<file path="src/rtl/wm_program_controller.sv">
// Washing-machine program controller: coin credit, encoded program select, phase timeouts, rinse passes, sticky fault code.
// Optional feature: define WM_LID_PAUSE_EN to pause (rather than fault) on lid open during a phase.
module wm_program_controller #(
  parameter int TIMEOUT_W    = 16,
  parameter int FILL_TIMEOUT = 1000,
  parameter int HEAT_TIMEOUT = 2000,
  parameter int PRICE        = 2,
  parameter int RINSE_MAX    = 3
) (
  input  logic       i_clock,
  input  logic       i_reset_n,
  input  logic [2:0] i_program,
  input  logic [1:0] i_rinse_passes,
  input  logic       i_coin,
  input  logic       i_lid_closed,
  input  logic       i_cancel,
  input  logic       i_fault_ack,
  input  logic       i_full,
  input  logic       i_temp_ok,
  input  logic       i_wash_done,
  input  logic       i_rinse_done,
  input  logic       i_spin_done,
  input  logic       i_out_of_balance,
  input  logic       i_motor_failure,
  output logic [2:0] o_state,
  output logic       o_fill_valve,
  output logic       o_heater,
  output logic       o_wash_motor,
  output logic       o_rinse_motor,
  output logic       o_spin_motor,
  output logic       o_coin_return,
  output logic       o_fault,
  output logic [2:0] o_fault_code,
  output logic [3:0] o_credit,
  output logic       o_cycle_done
);

  localparam logic [2:0] S_START = 3'd0;
  localparam logic [2:0] S_READY = 3'd1;
  localparam logic [2:0] S_FILL  = 3'd2;
  localparam logic [2:0] S_HEAT  = 3'd3;
  localparam logic [2:0] S_WASH  = 3'd4;
  localparam logic [2:0] S_RINSE = 3'd5;
  localparam logic [2:0] S_SPIN  = 3'd6;
  localparam logic [2:0] S_FAULT = 3'd7;

  localparam logic [3:0]           L_PRICE     = 4'(PRICE);
  localparam logic [2:0]           L_RINSE_MAX = 3'(RINSE_MAX);
  localparam logic [TIMEOUT_W-1:0] L_FILL_LAST = TIMEOUT_W'(FILL_TIMEOUT - 1);
  localparam logic [TIMEOUT_W-1:0] L_HEAT_LAST = TIMEOUT_W'(HEAT_TIMEOUT - 1);

  logic [2:0]           r_state;
  logic [3:0]           r_credit;
  logic [2:0]           r_fault_code;
  logic [2:0]           r_prog;
  logic [2:0]           r_passes;
  logic [2:0]           r_rinse_cnt;
  logic [TIMEOUT_W-1:0] r_tcnt;
  logic                 r_coin_return;
  logic                 r_cycle_done;

  logic [2:0] w_state_nxt;
  logic [3:0] w_credit_nxt;
  logic [3:0] w_credit_inc;
  logic [2:0] w_fault_code_nxt;
  logic [2:0] w_prog_nxt;
  logic [2:0] w_passes_nxt;
  logic [2:0] w_passes_req;
  logic [2:0] w_phase_nxt;
  logic [2:0] w_sensor_code;
  logic       w_coin_return_nxt;
  logic       w_cycle_done_nxt;
  logic       w_rinse_inc;
  logic       w_paused;
  logic       w_phase_done;
  logic       w_timeout;
  logic       w_count_en;
  logic       w_act_en;

  function automatic logic [2:0] f_first_phase(input logic [2:0] prog);
    case (prog)
      3'd0, 3'd1, 3'd3, 3'd4: f_first_phase = S_FILL;
      3'd2:                   f_first_phase = S_RINSE;
      3'd5:                   f_first_phase = S_SPIN;
      default:                f_first_phase = S_START;
    endcase
  endfunction

  // Successor phase within the latched program; S_START marks the end of the program.
  function automatic logic [2:0] f_next_phase(input logic [2:0] prog, input logic [2:0] cur);
    case (cur)
      S_FILL:  f_next_phase = (prog == 3'd0 || prog == 3'd1) ? S_HEAT : S_WASH;
      S_HEAT:  f_next_phase = S_WASH;
      S_WASH:  f_next_phase = S_RINSE;
      S_RINSE: f_next_phase = (prog == 3'd0 || prog == 3'd2 || prog == 3'd3) ? S_SPIN : S_START;
      default: f_next_phase = S_START;
    endcase
  endfunction

  assign w_credit_inc = (i_coin && r_credit != 4'd15) ? r_credit + 4'd1 : r_credit;
  assign w_passes_req = {1'b0, i_rinse_passes} + 3'd1;
  assign w_phase_nxt  = f_next_phase(r_prog, r_state);
  assign w_timeout    = (r_state == S_FILL && r_tcnt == L_FILL_LAST) ||
                        (r_state == S_HEAT && r_tcnt == L_HEAT_LAST);
  assign w_count_en   = (r_state == S_FILL || r_state == S_HEAT) && !w_paused;

  always_comb begin
    w_phase_done  = 1'b0;
    w_sensor_code = 3'd0;
    case (r_state)
      S_FILL:  w_phase_done = i_full;
      S_HEAT:  w_phase_done = i_temp_ok;
      S_WASH: begin
        w_phase_done = i_wash_done;
        if (i_out_of_balance) w_sensor_code = 3'd3;
      end
      S_RINSE: begin
        w_phase_done = i_rinse_done;
        if (i_motor_failure) w_sensor_code = 3'd4;
      end
      S_SPIN: begin
        w_phase_done = i_spin_done;
        if (i_motor_failure)       w_sensor_code = 3'd5;
        else if (i_out_of_balance) w_sensor_code = 3'd6;
      end
      default: ;
    endcase
  end

  always_comb begin
    w_state_nxt       = r_state;
    w_credit_nxt      = r_credit;
    w_fault_code_nxt  = r_fault_code;
    w_prog_nxt        = r_prog;
    w_passes_nxt      = r_passes;
    w_coin_return_nxt = 1'b0;
    w_cycle_done_nxt  = 1'b0;
    w_rinse_inc       = 1'b0;
    w_paused          = 1'b0;
    case (r_state)
      S_START: begin
        // Credit is judged on the registered value; a coin arriving in the same cycle is netted in.
        if (r_credit >= L_PRICE) begin
          w_credit_nxt = w_credit_inc - L_PRICE;
          w_state_nxt  = S_READY;
        end else begin
          w_credit_nxt = w_credit_inc;
        end
      end
      S_READY: begin
        if (i_cancel) begin
          w_state_nxt       = S_START;
          w_coin_return_nxt = 1'b1;
        end else if (i_lid_closed && i_program < 3'd6) begin
          w_prog_nxt   = i_program;
          w_passes_nxt = (w_passes_req > L_RINSE_MAX) ? L_RINSE_MAX : w_passes_req;
          w_state_nxt  = f_first_phase(i_program);
        end
      end
      S_FILL, S_HEAT, S_WASH, S_RINSE, S_SPIN: begin
        if (i_cancel) begin
          w_state_nxt = S_START;
        end else if (!i_lid_closed) begin
`ifdef WM_LID_PAUSE_EN
          w_paused = 1'b1;
`else
          w_state_nxt      = S_FAULT;
          w_fault_code_nxt = 3'd7;
`endif
        end else if (w_phase_done) begin
          if (r_state == S_RINSE && (r_rinse_cnt + 3'd1) != r_passes) begin
            w_rinse_inc = 1'b1;
          end else begin
            w_state_nxt      = w_phase_nxt;
            w_cycle_done_nxt = (w_phase_nxt == S_START);
          end
        end else if (w_sensor_code != 3'd0) begin
          w_state_nxt      = S_FAULT;
          w_fault_code_nxt = w_sensor_code;
        end else if (w_timeout) begin
          w_state_nxt      = S_FAULT;
          w_fault_code_nxt = (r_state == S_FILL) ? 3'd1 : 3'd2;
        end
      end
      S_FAULT: begin
        if (i_fault_ack) begin
          w_state_nxt      = S_READY;
          w_fault_code_nxt = 3'd0;
        end
      end
      default: w_state_nxt = S_START;
    endcase
  end

  always_ff @(posedge i_clock or negedge i_reset_n) begin
    if (!i_reset_n) begin
      r_state       <= S_START;
      r_credit      <= 4'd0;
      r_fault_code  <= 3'd0;
      r_prog        <= 3'd0;
      r_passes      <= 3'd0;
      r_rinse_cnt   <= 3'd0;
      r_tcnt        <= '0;
      r_coin_return <= 1'b0;
      r_cycle_done  <= 1'b0;
    end else begin
      r_state       <= w_state_nxt;
      r_credit      <= w_credit_nxt;
      r_fault_code  <= w_fault_code_nxt;
      r_prog        <= w_prog_nxt;
      r_passes      <= w_passes_nxt;
      r_coin_return <= w_coin_return_nxt;
      r_cycle_done  <= w_cycle_done_nxt;
      if (w_state_nxt != r_state) begin
        r_tcnt      <= '0;
        r_rinse_cnt <= 3'd0;
      end else begin
        if (w_count_en)  r_tcnt      <= r_tcnt + 1'b1;
        if (w_rinse_inc) r_rinse_cnt <= r_rinse_cnt + 3'd1;
      end
    end
  end

`ifdef WM_LID_PAUSE_EN
  assign w_act_en = i_lid_closed;
`else
  assign w_act_en = 1'b1;
`endif

  assign o_state       = r_state;
  assign o_fill_valve  = (r_state == S_FILL)  && w_act_en;
  assign o_heater      = (r_state == S_HEAT)  && w_act_en;
  assign o_wash_motor  = (r_state == S_WASH)  && w_act_en;
  assign o_rinse_motor = (r_state == S_RINSE) && w_act_en;
  assign o_spin_motor  = (r_state == S_SPIN)  && w_act_en;
  assign o_coin_return = r_coin_return;
  assign o_fault       = (r_state == S_FAULT);
  assign o_fault_code  = r_fault_code;
  assign o_credit      = r_credit;
  assign o_cycle_done  = r_cycle_done;

endmodule

</file>
<file path="config.mk">
export PLATFORM = sky130hd
export DESIGN_NAME = wm_program_controller
export DESIGN_NICKNAME = d
export VERILOG_FILES = /design/src/rtl/wm_program_controller.sv
export SDC_FILE = /design/constraint.sdc
export NUM_CORES = 1
export LEC_CHECK = 0
export CAP_MARGIN = 20
export CORE_UTILIZATION = 52
export CTS_CLUSTER_SIZE = 10
export DETAILED_ROUTE_END_ITERATION = 12
export PLACE_DENSITY = 0.89
export SLEW_MARGIN = 20
export SYNTH_ARGS = -nofsm -noshare
export SYNTH_HDL_FRONTEND = slang
export SYNTH_SLANG_ARGS = --single-unit
</file>
<file path="constraint.sdc">
create_clock -name i_clock -period 5.9 [get_ports i_clock]
set_clock_uncertainty 0.05 [all_clocks]
set_input_delay 0.885 -clock i_clock [delete_from_list [all_inputs] [get_ports i_clock]]
set_output_delay 0.885 -clock i_clock [all_outputs]
set_load 0.05 [all_outputs]
</file>
==> impl_results.md <==
* Result of the run: completed
* Cells traversed along the worst timing path: and2_2, nand2_1, inv_2, clkdlybuf4s50_1
* GRT Residual Overflow at 0
* Endpoints failing hold at 0
* Class of the worst hold path: register to register
* Main synth FF type: sky130_fd_sc_hd__dfrtp_1
* Final RePlAce weighted congestion at 0.951
* Global Route Usage Sum at 23.7%
* Biggest area contributors in the synthesized netlist: sky130_fd_sc_hd__dfrtp_1 36%, sky130_fd_sc_hd__xnor2_1 5.5%, sky130_fd_sc_hd__mux2_2 4.4%, sky130_fd_sc_hd__nor3_2 3.9%, sky130_fd_sc_hd__nand2_1 3.8%
* Slew @ Worst Pin at 1.05 ns
* Max stage delay cell, worst path: sky130_fd_sc_hd__dfrtp_1
* Netlist cell types at 61
* Startpoint kind of the worst setup timing path: register
* Tmin final at 3.58 ns
* Die H at 72.3 um
* Avg Cell Area, Syn at 9.40 um2
* Power per unit of standard cell area at 475 mW/mm2
* Die Footprint at 0.00522 mm2
* Total nets after synthesis at 296
* Syn. warnings at 0
* # rows at 25
* TritonCTS Sinks at 37
* Number of hold buffers added after cts at 0
* Area share of the leading cell type in the synthesized netlist at 36.1%
* Period utilization at 60.6%
* Data required time of the worst path at 4.97 ns
* Routed length per placed instance at 15.1 um
* Initial core utilization at 54.3%
* CTS tree: yes
* Clock insertion delay at the later pin of the skew report at 0.29 ns
* Share of final-layout standard cells stronger than drive strength 1 at 16.2%
* Vias in the first global route at 1963
* Max Clk Rate at 280 MHz
* Post-CTS Setup Repair Bufs at 0
* Worst slack on hold paths at 0.465 ns
* I/O pin count at 36
* Post-Syn Area at 0.00257 mm2
* Antenna violations before repair at 0
* Global-route wire length before repair at 9450 um
* Cells after synthesis at 273
* Post-synth ARST share at 100%
* Post-Route Setup TNS at 0 ns
* RSZ-0062 raised after global routing: false
* DPL Wire Length at 4010 um
* CORE AREA at 0.00472 mm2
* Count of buffering cells on the critical path with inverters included at 2
* Count of antenna-violating nets left after detailed routing at 0
* Arrival time reported for the critical path endpoint at 2.64 ns
* Start-to-end type of the worst setup path: register to primary output
* Clock edge transition at the registers on the reported setup and hold paths at 0.08 ns
* #FFs+latches synth at 37
* # resized after CTS at 0
* Placed instance count at 362
* Max-cap violations at 0
* Leakage Power at 1.19 nW
* Register-to-register path setup slack at 2.94 ns
* Port-buffer cells at 35
* Number of antenna repair diodes at 0
* Sequential share of the synthesized area at 36.1%
* Total Nets Final at 325
* TritonRoute pass-1 iters at 4
* Average vias per placed instance at 5.56
* Number of buffers added by the clock tree synthesis step at 5
* Crit path largest cell delay at 0.92 ns
* Count of unresolved DRC violations after routing at 0
* CP top delay family: buffers and inverters
* Clock root buffer: sky130_fd_sc_hd__clkbuf_8
* Routed wire length at 5580 um
* Setup-failing EPs final at 0
* Pins over their slew limit at 0
* Largest net degree at the start of global routing at 38
* Number of synthesized flops with an enable pin at 0
* DRC violation total after the first TritonRoute iteration at 163
* Total number of vias at 2059
* Kind of end point of the critical path: primary output
* Worst slew margin relative to its limit at 30.0%
* Final cell count without fillers at 370
* Maximum count of clock buffers along a single path at 2
* Post-synthesis to final-layout area growth at 17.0%
* Die boundary width at 72.3 um
* Cell type with the highest aggregate area in the netlist: sky130_fd_sc_hd__dfrtp_1
* Worst voltage drop across the vdd grid at 0.230 mV
* Largest fanout on the critical path at 27
* H-tree level count at 2
==> layout make-up <==
class | instances | area (um2)
Clock buffer | 6 | 82.6
Clock inverter | 2 | 37.5
Fill cell | 407 | 1720
Inverter | 14 | 52.6
Multi-Input combinational cell | 208 | 1460
Sequential cell | 37 | 926
Tap cell | 67 | 83.8
Timing Repair Buffer | 36 | 358
==> cells in the final DEF, fill, tap and decap left out, types with 9 or more instances in the layout <==
master / count
sky130_fd_sc_hd__inv_1: 13
sky130_fd_sc_hd__xor2_1: 9
sky130_fd_sc_hd__nor3_1: 14
sky130_fd_sc_hd__nor3_2: 10
sky130_fd_sc_hd__o21ai_0: 12
sky130_fd_sc_hd__nor2_1: 19
sky130_fd_sc_hd__nand2_1: 26
sky130_fd_sc_hd__nand3_1: 9
sky130_fd_sc_hd__clkdlybuf4s50_1: 35
sky130_fd_sc_hd__xnor2_1: 16
sky130_fd_sc_hd__dfrtp_1: 37
sky130_fd_sc_hd__mux2_2: 10
sky130_fd_sc_hd__a21oi_1: 9
==> cell families after synthesis <==
group	share of synthesized area (%)
AOI/OAI and AO/OA	12.2
xor gates and xnor gates	8.53
adders and majority gates	2.44
buffers and inverters	6.92
DFF	36.1
muxes	6.14
and+or+nand+nor	27.7
==> flip-flops by register name, summed over array words and instances, names as in the netlist <==
signal         count
r_tcnt            16
o_credit           4
o_fault_code       3
o_state            3
r_passes           3
r_prog             3
r_rinse_cnt        3
o_coin_return      1
o_cycle_done       1
==> metal layers <==
metal | vias up | wire (um) | GRT usage [%]
met5 | - | 0 | 0
met4 | 0 | 91 | 7.41
met3 | 9 | 302 | 5.00
met2 | 56 | 2490 | 35.8
met1 | 971 | 2690 | 34.0
li1 | 1023 | - | -
==> per-stage QoR <==
| stage | total power [mW] | worst slack, ns | cell area, um2 | util [%] |
|---|---|---|---|---|
| 2_1_floorplan | 1.04 | 2.83 | 2570 | - |
| 3_3_place_gp | 1.18 | 2.50 | 2880 | 61.0 |
| 3_5_place_dp | 1.20 | 2.41 | 2880 | 61.0 |
| 4_1_cts | 1.43 | 2.36 | 3000 | 63.6 |
| 5_1_grt | 1.52 | 2.19 | 3000 | 63.6 |
| 6_report | 1.43 | 2.32 | 3000 | 63.6 |
==> path summary, 6_finish.rpt <==
check / start / end / cells after the start
setup / recovery: o_state[0]$_DFF_PN0_ / o_fault / 4
hold / removal: o_fault_code[2]$_DFFE_PN0P_ / o_fault_code[2]$_DFFE_PN0P_ / 1
setup reg to reg: o_state[0]$_DFF_PN0_ / r_tcnt[8]$_DFFE_PN0P_ / 7
hold reg to reg: o_fault_code[2]$_DFFE_PN0P_ / o_fault_code[2]$_DFFE_PN0P_ / 1
max in group asynchronous: i_reset_n / r_prog[0]$_DFFE_PN0P_ / 2
min in group asynchronous: i_reset_n / o_fault_code[0]$_DFFE_PN0P_ / 2
==> worst register-to-register path: stages (launching register included) <==
cell                       delay, ns
sky130_fd_sc_hd__dfrtp_1        0.92
sky130_fd_sc_hd__and2_2         0.30
sky130_fd_sc_hd__nand2_1        0.12
sky130_fd_sc_hd__inv_2          0.18
sky130_fd_sc_hd__nor3_4         0.08
sky130_fd_sc_hd__a21boi_1       0.17
sky130_fd_sc_hd__o21ai_2        0.84
sky130_fd_sc_hd__nor3_1         0.12
==> cells in the mapped netlist, drive strengths merged, types with 4 or more instances <==
library cell / count
nor4: 7
nor3: 26
a31oi: 5
o21ai: 14
ha: 5
nand4: 4
nand3: 9
mux2: 11
buf: 11
nand2: 26
dfrtp: 37
xor2: 9
and2: 6
nor2: 19
a21oi: 9
inv: 14
nor2b: 4
xnor2: 16
==> report_power, final <==
group | switching (mW) | internal [mW] | total (mW)
clock | 0.0911 | 0.137 | 0.228
sequential | 0.120 | 0.312 | 0.432
combinational | 0.479 | 0.288 | 0.767
total | 0.690 | 0.737 | 1.43
Note: power is estimated with default switching activity, not from simulation.
